<file path="src/rtl/swipe_detector.sv">
// swipe_detector: tracks the per-frame motion zone and pulses oSwipeAsc/oSwipeDesc one clock after a monotonic sweep completes; no backpressure.
// Define SWIPE_CNT_EN to get the wrapping swipe counter on oSwipeCnt (tied to 0 otherwise).
module swipe_detector #(
  parameter int SAMPLE_H        = 1016,
  parameter int SAMPLE_V        = 626,
  parameter int SPAN            = 3,
  parameter int MAX_STEP        = 2,
  parameter int MAX_GAP         = 2,
  parameter int TIMEOUT_FRAMES  = 30,
  parameter int COOLDOWN_FRAMES = 8
) (
  input  logic        iCLK,
  input  logic        iRST_N,
  input  logic [12:0] iH_Cont,
  input  logic [12:0] iV_Cont,
  input  logic [2:0]  iDirection,
  input  logic        iMotion,
  output logic        oSwipeAsc,
  output logic        oSwipeDesc,
  output logic        oBusy,
  output logic [2:0]  oLastZone,
  output logic [7:0]  oSwipeCnt
);
  localparam int AW = $clog2(TIMEOUT_FRAMES + 1);
  localparam int GW = $clog2(MAX_GAP + 2);
  localparam int CW = $clog2(COOLDOWN_FRAMES + 1);

  typedef enum logic [2:0] {IDLE, ARM, ASC, DESC, HOLD} state_t;

  state_t        state, trkState;
  logic [2:0]    start, last, trkLast;
  logic [GW-1:0] gap, gapInc;
  logic [AW-1:0] age, ageInc;
  logic [CW-1:0] cool, coolInc;
  logic          strobe, zoneValid, tracking, rearm, same, stepUp, stepDown;
  logic          ascDone, descDone, complete;
  logic [3:0]    upDiff, downDiff, ascSpan, descSpan;

  assign strobe    = (iH_Cont == 13'(SAMPLE_H)) && (iV_Cont == 13'(SAMPLE_V));
  assign zoneValid = iMotion && (iDirection != 3'd7);
  assign tracking  = (state == ARM) || (state == ASC) || (state == DESC);
  assign gapInc    = gap + GW'(1);
  assign ageInc    = age + AW'(1);
  assign coolInc   = cool + CW'(1);

  assign upDiff   = {1'b0, iDirection} - {1'b0, last};
  assign downDiff = {1'b0, last} - {1'b0, iDirection};
  assign same     = (iDirection == last);
  assign stepUp   = (iDirection > last) && (upDiff <= 4'(MAX_STEP));
  assign stepDown = (iDirection < last) && (downDiff <= 4'(MAX_STEP));

  // Where a valid zone would take the sweep; anything not continuing it re-arms.
  always_comb begin
    trkState = state;
    trkLast  = last;
    rearm    = 1'b0;
    if (!same) begin
      if (stepUp && state != DESC) begin
        trkState = ASC;
        trkLast  = iDirection;
      end else if (stepDown && state != ASC) begin
        trkState = DESC;
        trkLast  = iDirection;
      end else begin
        rearm = 1'b1;
      end
    end
  end

  assign ascSpan  = {1'b0, trkLast} - {1'b0, start};
  assign descSpan = {1'b0, start} - {1'b0, trkLast};
  assign ascDone  = (trkState == ASC) && (trkLast >= start) && (ascSpan >= 4'(SPAN));
  assign descDone = (trkState == DESC) && (trkLast <= start) && (descSpan >= 4'(SPAN));
  assign complete = strobe && tracking && zoneValid && !rearm && (ascDone || descDone);

  always_ff @(posedge iCLK or negedge iRST_N) begin
    if (!iRST_N) begin
      state      <= IDLE;
      start      <= 3'd0;
      last       <= 3'd0;
      gap        <= '0;
      age        <= '0;
      cool       <= '0;
      oSwipeAsc  <= 1'b0;
      oSwipeDesc <= 1'b0;
      oBusy      <= 1'b0;
      oLastZone  <= 3'd7;
    end else begin
      oSwipeAsc  <= 1'b0;
      oSwipeDesc <= 1'b0;
      if (strobe) begin
        case (state)
          IDLE: begin
            if (zoneValid) begin
              state     <= ARM;
              start     <= iDirection;
              last      <= iDirection;
              gap       <= '0;
              age       <= '0;
              oBusy     <= 1'b1;
              oLastZone <= iDirection;
            end
          end
          ARM, ASC, DESC: begin
            // Priority: completion, timeout, gap abort, re-arm, normal tracking.
            if (complete) begin
              state      <= HOLD;
              last       <= trkLast;
              oLastZone  <= trkLast;
              gap        <= '0;
              cool       <= '0;
              oSwipeAsc  <= ascDone;
              oSwipeDesc <= descDone;
            end else if (ageInc >= AW'(TIMEOUT_FRAMES)) begin
              state     <= IDLE;
              gap       <= '0;
              age       <= '0;
              oBusy     <= 1'b0;
              oLastZone <= 3'd7;
            end else if (!zoneValid) begin
              if (gapInc > GW'(MAX_GAP)) begin
                state     <= IDLE;
                gap       <= '0;
                age       <= '0;
                oBusy     <= 1'b0;
                oLastZone <= 3'd7;
              end else begin
                gap <= gapInc;
                age <= ageInc;
              end
            end else if (rearm) begin
              state     <= ARM;
              start     <= iDirection;
              last      <= iDirection;
              gap       <= '0;
              age       <= '0;
              oLastZone <= iDirection;
            end else begin
              state     <= trkState;
              last      <= trkLast;
              oLastZone <= trkLast;
              gap       <= '0;
              age       <= ageInc;
            end
          end
          HOLD: begin
            // The frame that ends the cooldown is consumed here, not re-sampled as IDLE.
            if (coolInc >= CW'(COOLDOWN_FRAMES)) begin
              state     <= IDLE;
              cool      <= '0;
              oBusy     <= 1'b0;
              oLastZone <= 3'd7;
            end else begin
              cool <= coolInc;
            end
          end
          default: begin
            state     <= IDLE;
            oBusy     <= 1'b0;
            oLastZone <= 3'd7;
          end
        endcase
      end
    end
  end

`ifdef SWIPE_CNT_EN
  always_ff @(posedge iCLK or negedge iRST_N) begin
    if (!iRST_N)
      oSwipeCnt <= 8'd0;
    else if (complete)
      oSwipeCnt <= oSwipeCnt + 8'd1;
  end
`else
  assign oSwipeCnt = 8'd0;
`endif

endmodule

</file>
<file path="config.mk">
export PLATFORM = sky130hd
export DESIGN_NAME = swipe_detector
export DESIGN_NICKNAME = d
export VERILOG_FILES = /design/src/rtl/swipe_detector.sv
export SDC_FILE = /design/constraint.sdc
export NUM_CORES = 1
export LEC_CHECK = 0
export ABC_AREA = 0
export BUFFER_PORTS_ARGS = -buffer_cell sky130_fd_sc_hd__buf_2
export CORE_MARGIN = 2
export CORE_UTILIZATION = 60
export DETAILED_ROUTE_END_ITERATION = 10
export PLACE_DENSITY_LB_ADDON = 0.25
export SLEW_MARGIN = 20
export SYNTH_ARGS = -nofsm -noshare
export SYNTH_HDL_FRONTEND = slang
export SYNTH_SLANG_ARGS = --single-unit
</file>
<file path="constraint.sdc">
create_clock -name iCLK -period 14.2 [get_ports iCLK]
set_input_delay 3.55 -clock iCLK [delete_from_list [all_inputs] [get_ports iCLK]]
set_output_delay 3.55 -clock iCLK [all_outputs]
set_load 0.005 [all_outputs]
</file>
==> flow_summary.ini <==
[sta]
fin_crit_ns = 9.48
timing.max_slew.rel_slack = 0.349
timing.clock.skew_ns = 0.00460
worstMarginPinSlew_ns = 0.976
timing.setup.tns_ns = 0
drv_slew = 0
hold_viol = 0
holdWs_ns = 0.499
max_freq_mhz = 105
setup-violations-final = 0
layout_worst_path_cycle_share = 0.668
grt_setup_unrepaired = false

[clock_network]
number_of_buffers_inserted_by_hold_repair_at_cts = 0
cts.root.buffer_cell = sky130_fd_sc_hd__clkbuf_8
h_tree_levels = 1
post_cts.repair.setup_buffers = 0
max-clock-path-buffers = 2
tritoncts = built
cts-buffers-inserted = 3
ctsResizeCount = 0
tritoncts_num_sinks = 26
worstSkewPairLatency_ns = 0.28
clk_pin_slew_worst_paths_ns = 0.10

[worst_setup_path]
critPathLaunchType = input pin
worstPathMaxFanout = 12
worstSetupPathType = input pin to flop
endpoint_kind = flop
worst_endpoint_required_time_ns = 14.37
critPathArrivalTime_ns = 9.65

[power_and_ir_drop]
comb_power_share = 0.162
seq_power_share = 0.448
fraction_of_power_spent_switching_nets = 0.260
switching_power_uw = 42.9
intPower_uw = 122
areal_power_density_over_the_cells_nw_per_um2 = 64.5
vdd_drop_max_v = 0.0000353
power_leakage_nw = 1.18
pwr-share-clk = 0.390

[place]
io_buffers = 37
globalplace.congestion = 0.945
detailedPlacementHpwl_um = 4210
placed_cell_areas_um2 = 2490

[yosys]
synth_top_cells_by_count = 25 x sky130_fd_sc_hd__nor2_1, 23 x sky130_fd_sc_hd__dfrtp_1, 23 x sky130_fd_sc_hd__inv_1
yosys_warnings = 0
synth-async-reset-ratio = 1.00
yosys.area.top_type_share = 0.250
synth.ff_latch_count = 26
synth_seq_area_share = 0.284
most_frequently_used_flop_master_after_synthesis = sky130_fd_sc_hd__dfrtp_1
synthesis.area_per_instance_um2 = 8.92
syn-cell-area_um2 = 2300
syn-instance-count = 258
yosysUniqueCellTypes = 59
synth_enable_flop_cells = 0
most_frequent_cell_after_synthesis = sky130_fd_sc_hd__nor2_1
yosys-top-cells-area = sky130_fd_sc_hd__dfrtp_1 25%, sky130_fd_sc_hd__ha_1 8.2%, sky130_fd_sc_hd__fa_1 5.2%
netlist.top_cell.by_area = sky130_fd_sc_hd__dfrtp_1

[drt]
wl_um = 5400
vias_per_instance = 6.14
vias = 2105
1st_iter_drt_viols = 160
ant_nets = 0
wire_per_inst_um = 15.7
drt_drc_violations_left = 0
drtPass1Iterations = 4

[floorplan]
core-area_um2 = 3690
die_height_um = 65.9
dieArea_um2 = 4350
io-pin-count = 46
floorplan.initialDensity = 0.624
floorplan.die.width_um = 65.9
row_count = 22

[grt]
first_pass_grt_wire_length_um = 9070
globalRoute.totalOverflow = 0
grt_start_max_net_pins = 27
total_routing_usage_reported_by_global_routing = 0.265
number_of_antenna_violations_at_the_first_check_in_global_routing = 0
grt_pass1_vias = 2020

[worst_hold_path]
worst_hold_path_type = flop to flop

[final_layout]
layout.cell_area.non_filler_um2 = 2560
area_growth_syn_to_layout_pct = 11.4
total_nets_final = 349
post_route_cells_drive_above_1_share = 0.197
antennaDiodeCount = 0

[run_status]
status = finished, final reports clean

[run]
drv_cap = 0
==> critical path: stages <==
cell and delay, ns:
sky130_fd_sc_hd__buf_2 0.14, sky130_fd_sc_hd__inv_1 0.09, sky130_fd_sc_hd__ha_1 0.22, sky130_fd_sc_hd__fa_1 0.40, sky130_fd_sc_hd__fa_1 0.50, sky130_fd_sc_hd__inv_1 0.05, sky130_fd_sc_hd__a2111oi_2 0.41, sky130_fd_sc_hd__and2_1 0.25
sky130_fd_sc_hd__nor2_1 0.06, sky130_fd_sc_hd__nor2_1 0.40, sky130_fd_sc_hd__nor2_1 0.13, sky130_fd_sc_hd__a21oi_1 0.17, sky130_fd_sc_hd__ha_1 0.21, sky130_fd_sc_hd__fa_1 0.17, sky130_fd_sc_hd__inv_1 0.05, sky130_fd_sc_hd__fa_1 0.39
sky130_fd_sc_hd__inv_1 0.11, sky130_fd_sc_hd__a211oi_1 0.05, sky130_fd_sc_hd__or4_1 0.54, sky130_fd_sc_hd__a21oi_1 0.48, sky130_fd_sc_hd__o2111ai_1 0.60, sky130_fd_sc_hd__a21o_2 0.40, sky130_fd_sc_hd__mux2_2 0.27
==> area by class of cell <==
cell class / instances / area (um2)
Clock buffer: 3 / 41.3
Inverter: 24 / 90.1
Fill cell: 309 / 1120
Multi-Input combinational cell: 204 / 1500
Tap cell: 48 / 60.1
Sequential cell: 26 / 654
Clock inverter: 1 / 30.0
Timing Repair Buffer: 37 / 185
==> routing by layer <==
metal,vias to the layer above,share of wire,track usage
met4,0,0.022,0.0791
met1,986,0.43,0.344
li1,1001,-,-
met3,19,0.074,0.0477
met5,-,0,0
met2,99,0.47,0.448
==> through the flow <==
| stage | total power, mW | cells | utilization | setup slack (ns) |
|---|---|---|---|---|
| 2_1_floorplan | 0.0932 | 265 | - | 5.69 |
| 3_3_place_gp | 0.101 | 339 | 0.676 | 4.95 |
| 3_5_place_dp | 0.102 | 339 | 0.676 | 4.73 |
| 4_1_cts | 0.165 | 343 | 0.695 | 4.87 |
| 5_1_grt | 0.170 | 343 | 0.695 | 4.33 |
| 6_report | 0.165 | 343 | 0.695 | 4.72 |
==> sequential cells by signal, summed over array words and instances, names as in the netlist <==
register	count
oBusy	1
state	3
oSwipeDesc	1
oLastZone	3
cool	4
age	5
gap	2
last	3
oSwipeAsc	1
start	3
==> cell usage in the layout, fill, tap and decap left out, drive strengths merged, types with 3 or more instances in the layout <==
cell type | synthesis | final
a2111oi | 4 | 4
a211oi | 5 | 5
a21o | 5 | 5
a21oi | 14 | 14
and2 | 6 | 6
buf | 11 | 37
clkbuf | 0 | 3
conb | 1 | 8
dfrtp | 23 | 23
dfstp | 3 | 3
fa | 6 | 6
ha | 15 | 15
inv | 24 | 24
mux2i | 11 | 11
nand2 | 12 | 12
nand2b | 4 | 4
nand3 | 8 | 8
nand4 | 4 | 4
nor2 | 26 | 26
nor2b | 3 | 3
nor3 | 4 | 4
o2111ai | 4 | 4
o211ai | 7 | 7
o21a | 3 | 3
o21ai | 19 | 19
or4 | 3 | 3
==> cells by family (layout without fill, tap and decap cells) <==
group | after synthesis | after routing | synth area share
compound gates | 75 | 75 | 0.240
xor+xnor | 2 | 2 | 0.00761
fa+ha+maj | 21 | 21 | 0.134
buf+inv | 35 | 65 | 0.0745
flops | 26 | 26 | 0.284
mux | 13 | 13 | 0.0576
other cells | 1 | 8 | 0.00163
simple gates | 85 | 85 | 0.201
==> power groups by stage <==
stage / registers, mW / clock network (mW) / logic, mW
2_1_floorplan: 0.0755 / 0 / 0.0177
3_3_place_gp: 0.0755 / 0 / 0.0255
3_5_place_dp: 0.0755 / 0 / 0.0262
4_1_cts: 0.0740 / 0.0642 / 0.0265
5_1_grt: 0.0740 / 0.0665 / 0.0299
6_report: 0.0740 / 0.0644 / 0.0268
==> worst paths after layout <==
check / start / to / slack (ns) / cells past startpoint
max: iDirection[0] / cool[0] / 4.72 / 23
max in group asynchronous: iRST_N / oLastZone[0] / 10.57 / 1
min in group asynchronous: iRST_N / oSwipeDesc / 3.25 / 1
max reg2reg: last[0] / cool[0] / 7.84 / 21
min reg2reg: gap[1] / gap[1] / 0.50 / 1
min: gap[1] / gap[1] / 0.50 / 1
Note: power is estimated with default switching activity, not from simulation.
